### src/rtl/debug_dump_receiver.sv
`timescale 1ns/1ps
`default_nettype none
// ============================================================================
//  Module      : debug_dump_receiver
//  Description : Host-side receiver for the debug dump stream. It collects
//                UART bytes (MSB first) into words and tags each word with a
//                section (PC / REG / MEM) and an index. It holds the last PC,
//                pulses on frame completion and pulses on an inter-byte
//                timeout.
//  Ports       : i_clk, i_reset (sync, active-high)
//                i_rx_data/i_rx_valid  byte stream from the receptor
//                i_enable              arm receiver, low aborts the frame
//                o_word/o_word_valid/o_section/o_index  tagged word output
//                o_pc                  last PC word, held
//                o_busy/o_frame_done/o_error  frame status
//                i_rd_addr/i_rd_sel/o_rd_data  capture read port
//  Options     : DEBUG_DUMP_RX_CAPTURE_EN adds the REG/MEM capture arrays.
//                Without it, o_rd_data is 0.
//  Revision    : 1.0 - initial release
// ============================================================================
module debug_dump_receiver #(
  parameter int NB_DATA        = 32,
  parameter int NB_BYTE        = 8,
  parameter int N_REGISTERS    = 32,
  parameter int N_ADDR_D_MEM   = 32,
  parameter int NB_INDEX       = 5,
  parameter int TIMEOUT_CYCLES = 100000,
  parameter int NB_TIMEOUT     = 17
) (
  input  logic                i_clk,
  input  logic                i_reset,
  input  logic [NB_BYTE-1:0]  i_rx_data,
  input  logic                i_rx_valid,
  input  logic                i_enable,
  output logic [NB_DATA-1:0]  o_word,
  output logic                o_word_valid,
  output logic [1:0]          o_section,
  output logic [NB_INDEX-1:0] o_index,
  output logic [NB_DATA-1:0]  o_pc,
  output logic                o_busy,
  output logic                o_frame_done,
  output logic                o_error,
  input  logic [NB_INDEX-1:0] i_rd_addr,
  input  logic                i_rd_sel,
  output logic [NB_DATA-1:0]  o_rd_data
);

  localparam int N_BYTES = NB_DATA / NB_BYTE;
  localparam int NB_CNT  = (N_BYTES > 1) ? $clog2(N_BYTES) : 1;

  localparam logic [1:0] SEC_PC  = 2'b00;
  localparam logic [1:0] SEC_REG = 2'b01;
  localparam logic [1:0] SEC_MEM = 2'b10;

  typedef enum logic [1:0] {
    ST_IDLE = 2'd0,
    ST_PC   = 2'd1,
    ST_REG  = 2'd2,
    ST_MEM  = 2'd3
  } state_t;

  state_t              state_q, state_d;
  logic [NB_CNT-1:0]   cnt_q, cnt_d;
  logic [NB_INDEX-1:0] index_q, index_d;
  logic [NB_DATA-1:0]  shift_q, shift_d;
  logic [NB_TIMEOUT-1:0] timer_q, timer_d;
  logic                busy_q, busy_d;
  logic [NB_DATA-1:0]  word_q, word_d;
  logic                word_valid_q, word_valid_d;
  logic [1:0]          section_q, section_d;
  logic [NB_INDEX-1:0] out_index_q, out_index_d;
  logic [NB_DATA-1:0]  pc_q, pc_d;
  logic                frame_done_q, frame_done_d;
  logic                error_q, error_d;

  logic [NB_DATA-1:0]  new_word;
  logic                last_byte;
  logic                timeout_hit;

  assign new_word    = {shift_q[NB_DATA-NB_BYTE-1:0], i_rx_data};
  assign last_byte   = (cnt_q == NB_CNT'(N_BYTES - 1));
  // A byte in the firing cycle takes priority, so the abort needs !i_rx_valid.
  assign timeout_hit = busy_q && !i_rx_valid &&
                       (timer_q == NB_TIMEOUT'(TIMEOUT_CYCLES - 1));

  always_comb begin
    state_d      = state_q;
    cnt_d        = cnt_q;
    index_d      = index_q;
    shift_d      = shift_q;
    timer_d      = timer_q;
    busy_d       = busy_q;
    word_d       = word_q;
    word_valid_d = 1'b0;
    section_d    = section_q;
    out_index_d  = out_index_q;
    pc_d         = pc_q;
    frame_done_d = 1'b0;
    error_d      = 1'b0;

    // Silence timer: runs only inside a frame and saturates at the trip value.
    if (busy_q && (timer_q != NB_TIMEOUT'(TIMEOUT_CYCLES - 1))) begin
      timer_d = timer_q + NB_TIMEOUT'(1);
    end

    if (state_q == ST_IDLE) begin
      if (i_enable) begin
        state_d = ST_PC;
      end
      cnt_d   = '0;
      index_d = '0;
      timer_d = '0;
      busy_d  = 1'b0;
    end else if (!i_enable) begin
      // Quiet abort: partial data dropped, o_pc untouched, no status pulse.
      state_d = ST_IDLE;
      cnt_d   = '0;
      index_d = '0;
      shift_d = '0;
      timer_d = '0;
      busy_d  = 1'b0;
    end else if (i_rx_valid) begin
      shift_d = new_word;
      timer_d = '0;
      busy_d  = 1'b1;
      cnt_d   = last_byte ? '0 : cnt_q + NB_CNT'(1);
      if (last_byte) begin
        word_d       = new_word;
        word_valid_d = 1'b1;
        out_index_d  = index_q;
        if (state_q == ST_PC) begin
          section_d = SEC_PC;
          pc_d      = new_word;
          state_d   = ST_REG;
          index_d   = '0;
        end else if (state_q == ST_REG) begin
          section_d = SEC_REG;
          if (index_q == NB_INDEX'(N_REGISTERS - 1)) begin
            state_d = ST_MEM;
            index_d = '0;
          end else begin
            index_d = index_q + NB_INDEX'(1);
          end
        end else begin
          section_d = SEC_MEM;
          if (index_q == NB_INDEX'(N_ADDR_D_MEM - 1)) begin
            // i_enable is known high here, so the next frame starts at PC.
            frame_done_d = 1'b1;
            busy_d       = 1'b0;
            state_d      = ST_PC;
            index_d      = '0;
          end else begin
            index_d = index_q + NB_INDEX'(1);
          end
        end
      end
    end else if (timeout_hit) begin
      error_d = 1'b1;
      state_d = ST_PC;
      cnt_d   = '0;
      index_d = '0;
      shift_d = '0;
      timer_d = '0;
      busy_d  = 1'b0;
    end
  end

  always_ff @(posedge i_clk) begin
    if (i_reset) begin
      state_q      <= ST_IDLE;
      cnt_q        <= '0;
      index_q      <= '0;
      shift_q      <= '0;
      timer_q      <= '0;
      busy_q       <= 1'b0;
      word_q       <= '0;
      word_valid_q <= 1'b0;
      section_q    <= '0;
      out_index_q  <= '0;
      pc_q         <= '0;
      frame_done_q <= 1'b0;
      error_q      <= 1'b0;
    end else begin
      state_q      <= state_d;
      cnt_q        <= cnt_d;
      index_q      <= index_d;
      shift_q      <= shift_d;
      timer_q      <= timer_d;
      busy_q       <= busy_d;
      word_q       <= word_d;
      word_valid_q <= word_valid_d;
      section_q    <= section_d;
      out_index_q  <= out_index_d;
      pc_q         <= pc_d;
      frame_done_q <= frame_done_d;
      error_q      <= error_d;
    end
  end

  assign o_word       = word_q;
  assign o_word_valid = word_valid_q;
  assign o_section    = section_q;
  assign o_index      = out_index_q;
  assign o_pc         = pc_q;
  assign o_busy       = busy_q;
  assign o_frame_done = frame_done_q;
  assign o_error      = error_q;

`ifdef DEBUG_DUMP_RX_CAPTURE_EN
  logic [NB_DATA-1:0] cap_reg_q [2**NB_INDEX];
  logic [NB_DATA-1:0] cap_mem_q [2**NB_INDEX];
  logic [NB_DATA-1:0] rd_data_q, rd_data_d;

  // Written from the registered word outputs; no reset on the storage.
  always_ff @(posedge i_clk) begin
    if (word_valid_q && (section_q == SEC_REG)) begin
      cap_reg_q[out_index_q] <= word_q;
    end
    if (word_valid_q && (section_q == SEC_MEM)) begin
      cap_mem_q[out_index_q] <= word_q;
    end
  end

  // Read samples the arrays before this edge's write, giving old data on a collision.
  always_comb begin
    rd_data_d = i_rd_sel ? cap_mem_q[i_rd_addr] : cap_reg_q[i_rd_addr];
  end

  always_ff @(posedge i_clk) begin
    if (i_reset) begin
      rd_data_q <= '0;
    end else begin
      rd_data_q <= rd_data_d;
    end
  end

  assign o_rd_data = rd_data_q;
`else
  logic unused_rd;
  assign unused_rd = ^{i_rd_addr, i_rd_sel};
  assign o_rd_data = '0;
`endif

endmodule
`default_nettype wire

### config.mk
export PLATFORM = sky130hd
export DESIGN_NAME = debug_dump_receiver
export DESIGN_NICKNAME = d
export VERILOG_FILES = /design/src/rtl/debug_dump_receiver.sv
export SDC_FILE = /design/constraint.sdc
export NUM_CORES = 1
export LEC_CHECK = 0
export CAP_MARGIN = 30
export CORE_MARGIN = 2
export CORE_UTILIZATION = 36
export DETAILED_ROUTE_END_ITERATION = 7
export HOLD_SLACK_MARGIN = 0.08
export PLACE_DENSITY_LB_ADDON = 0.05
export SLEW_MARGIN = 30
export SYNTH_ARGS = -nofsm -noshare
export SYNTH_HDL_FRONTEND = slang
export SYNTH_SLANG_ARGS = --single-unit
export TNS_END_PERCENT = 5
### constraint.sdc
create_clock -name i_clk -period 2.1 [get_ports i_clk]
set_input_delay 0.21 -clock i_clk [delete_from_list [all_inputs] [get_ports i_clk]]
set_output_delay 0.21 -clock i_clk [all_outputs]
set_load 0.03 [all_outputs]
==> summary.md <==
| Metric | Value |
|---|---|
| Status | finished, final reports clean |
| FFs w/ async S/R, synth | 0% |
| Count of cell types in the netlist | 47 |
| Clock tree buffer depth | 2 |
| Initial Util | 36.9% |
| Final Net Count | 747 |
| Sequential power share | 43.1% |
| WS Path Type | reg -> reg |
| # IOs | 125 |
| Layout cell share with drive strength beyond 1 | 9.96% |
| Net Switching | 1240 uW |
| Peak supply drop | 0.479 mV |
| CTS Root Cell | clkbuf_16 |
| Die Y | 124 um |
| Syn. warnings | 0 |
| Internal power | 4330 uW |
| Remaining DRCs | 0 |
| Unrepaired setup endpoints after global routing | yes |
| Final WL | 13300 um |
| Leak Pwr | 0.00230 uW |
| Skew-Pair Late Insertion Delay | 0.41 ns |
| Core area | 13900 sq um |
| Total CTS buffers | 17 |
| Area growth, synth to finish | 32.2% |
| Antenna diode count | 0 |
| Fin crit period | 2.09 ns |
| WHS | 0.352 ns |
| Clock transition at path regs | 0.05 ns |
| Sw frac | 22.2% |
| Max Cap Viol | 0 |
| EDFF count, synth | 0 |
| Worst-path maximum fanout | 2 |
| Top_reg_cell synth | dfxtp_1 |
| Clock share of power | 52.5% |
| Initial antenna violation count | 0 |
| Rows | 43 |
| Htree depth | 4 |
| Clk sink count | 125 |
| Min-delay worst type | in -> reg |
| Vias per cell | 4.97 |
| Achievable Freq | 478 MHz |
| Setup Viol. Count Final | 0 |
| DRT iter0 DRCs | 281 |
| CTS tree | yes |
| Final cell utilization of the core | 48.8% |
| Comb pwr share | 4.4% |
| Final ANT Viol Nets | 0 |
| Post-CTS Setup Bufs | 0 |
| CP max-delay cell | or4b_4 |
| CP peak stage delay | 0.56 ns |
| Max Slew Vio Count | 0 |
| #FFs+latches synth | 125 |
| Die area | 15300 sq um |
| Sequential area share after synthesis | 48.6% |
| Final period util | 99.7% |
| Vias in the first global route | 4207 |
| Measured slew at the worst slew-check pin | 0.770 ns |
| I/O Buffers | 86 |
| Overall Global Routing Usage | 18.1% |
| Worst EP arrival | 2.42 ns |
| Pin count of the biggest net entering global routing | 75 |
| DR pass1 iterations | 4 |
| Startpoint class of the critical path | flop |
| Wire per inst | 14.6 um |
| Crit. End Element | flop |
| GRT overflow | 0 |
| Syn_area_per_cell | 8.16 sq um |
| Routed vias | 4541 |
| Cell count after synthesis | 631 |
| Relative slew slack | 48.6% |
| Cell Chain, Critical Path | or4b_4 -> or3_4 -> or4_4 -> a221oi_2 |
| Required @ worst endpoint | 2.42 ns |
| GPL Wtd Cong | 0.787 |
| DP HPWL | 8750 um |
| Mapped Area | 5150 sq um |
| Fin Setup TNS | 0 ns |
| First-pass GRT wire length | 21400 um |
| Post-Route Skew | 0.00620 ns |
| Hold Violations, Final | 0 |
| PD cells | 818 nW/um^2 |
| Die Span X | 124 um |
==> worst max-delay path: cells and delay by family (launching register included) <==
kind             cells  cell delay (ns)
AND/OR/NAND/NOR      3             1.46
flip-flops           1             0.31
AO/OA/AOI/OAI        1             0.24
==> synth_stat cells (2+ instances only) <==
master / instances / share of area, %
nand2_1: 176 / 13
dfxtp_1: 125 / 49
a21oi_1: 85 / 8.3
clkbuf_1: 39 / 2.8
o21ai_0: 33 / 3.2
buf_4: 32 / 4.7
a22oi_1: 24 / 3.5
nor2_1: 18 / 1.3
ha_1: 8 / 1.9
nand3_1: 8 / 0.78
nand4_1: 7 / 0.85
or3_1: 7 / 0.85
xor2_1: 7 / 1.2
nor2b_1: 6 / 0.73
o311ai_0: 6 / 1.0
and3_1: 5 / 0.61
inv_1: 4 / 0.29
nand4b_1: 3 / 0.51
a211oi_1: 2 / 0.29
and2_1: 2 / 0.24
and4_1: 2 / 0.34
buf_1: 2 / 0.15
nor3_1: 2 / 0.19
nor3b_1: 2 / 0.29
nor4_1: 2 / 0.24
or2_2: 2 / 0.24
or4b_4: 2 / 0.53
==> layout by cell type (no fill, tap or decap), types with 3 or more instances in the layout <==
cell type	instances
a21oi_1	85
a22oi_1	24
and3_1	5
buf_12	3
buf_4	25
bufinv_16	3
clkbuf_16	17
clkdlybuf4s50_1	85
clkinv_2	3
clkinvlp_4	4
conb_1	32
dfxtp_1	125
ha_1	8
inv_1	4
nand2_1	176
nand3_1	8
nand4_1	7
nand4b_1	3
nor2_1	16
nor2b_1	5
o21ai_0	33
o311ai_0	5
or3_1	7
xor2_1	7
==> state kept, by name (all words and copies together), names as in the netlist <==
name and cells:
o_pc 32, o_word 32, shift_q 24, timer_q 17, index_q 5, o_index 5, cnt_q 2, o_section 2
state_q 2, o_busy 1, o_error 1, o_frame_done 1, o_word_valid 1
==> metal layers <==
layer	wire, um	vias up	GRT usage (%)
li1	-	2269	-
met1	6720	2138	25.2
met2	5660	121	26.3
met3	779	13	5.72
met4	157	0	6.39
met5	0	-	0
==> kinds of logic after synthesis <==
| family | synth area share [%] |
|---|---|
| AND/OR/NAND/NOR | 22.0 |
| AO/OA/AOI/OAI | 17.6 |
| flip-flops | 48.6 |
| buffers and inverters | 8.27 |
| adder cells (fa/ha/maj) | 1.95 |
| XOR/XNOR | 1.36 |
| other | 0.0729 |
| multiplexers | 0.195 |
==> stage by stage <==
step	power [uW]	instance area [sq um]	std cells	worst slack (ns)
CTS	5630	6790	913	0.0100
finish	5570	6810	913	0.00621
global placement	2690	6200	882	0.0463
floorplan	2660	5260	662	-0.0702
global route	5770	6810	913	-0.0177
detailed placement	2690	6200	882	0.0343
==> what timing repair did <==
item | in CTS | in global routing
setup endpoints to repair | 0 | 9
endpoints found under the hold margin | 0 | 0
resized for setup | 0 | 4
hold buffers | 0 | 0
==> cell type report <==
class | instances | area (sq um)
clock buffer | 20 | 447
clock inverter | 11 | 144
fill | 1389 | 7130
inverter | 4 | 15.0
multi-input combinational | 458 | 2360
sequential | 125 | 2500
tap | 180 | 225
timing repair buffer | 115 | 1110
==> power by group through the flow <==
stage / Combinational [uW] / Clock, uW / Sequential [uW]
6_report: 245 / 2920 / 2400
3_3_place_gp: 238 / 0 / 2450
3_5_place_dp: 240 / 0 / 2450
2_1_floorplan: 213 / 0 / 2440
4_1_cts: 241 / 2990 / 2400
5_1_grt: 265 / 3100 / 2400
==> worst paths after layout <==
check                     startpoint                 endpoint  slack [ns]  cells after the start
min                          i_reset  index_q[4]$_SDFFE_PP0P_        0.35                      4
min reg2reg  o_index[4]$_SDFFE_PP0P_  o_index[4]$_SDFFE_PP0P_        0.45                      2
max reg2reg  timer_q[8]$_SDFFE_PP0P_  state_q[0]$_SDFFE_PP0P_       0.006                      4
max          timer_q[8]$_SDFFE_PP0P_  state_q[0]$_SDFFE_PP0P_       0.006                      4
Note: power is estimated with default switching activity, not from simulation.
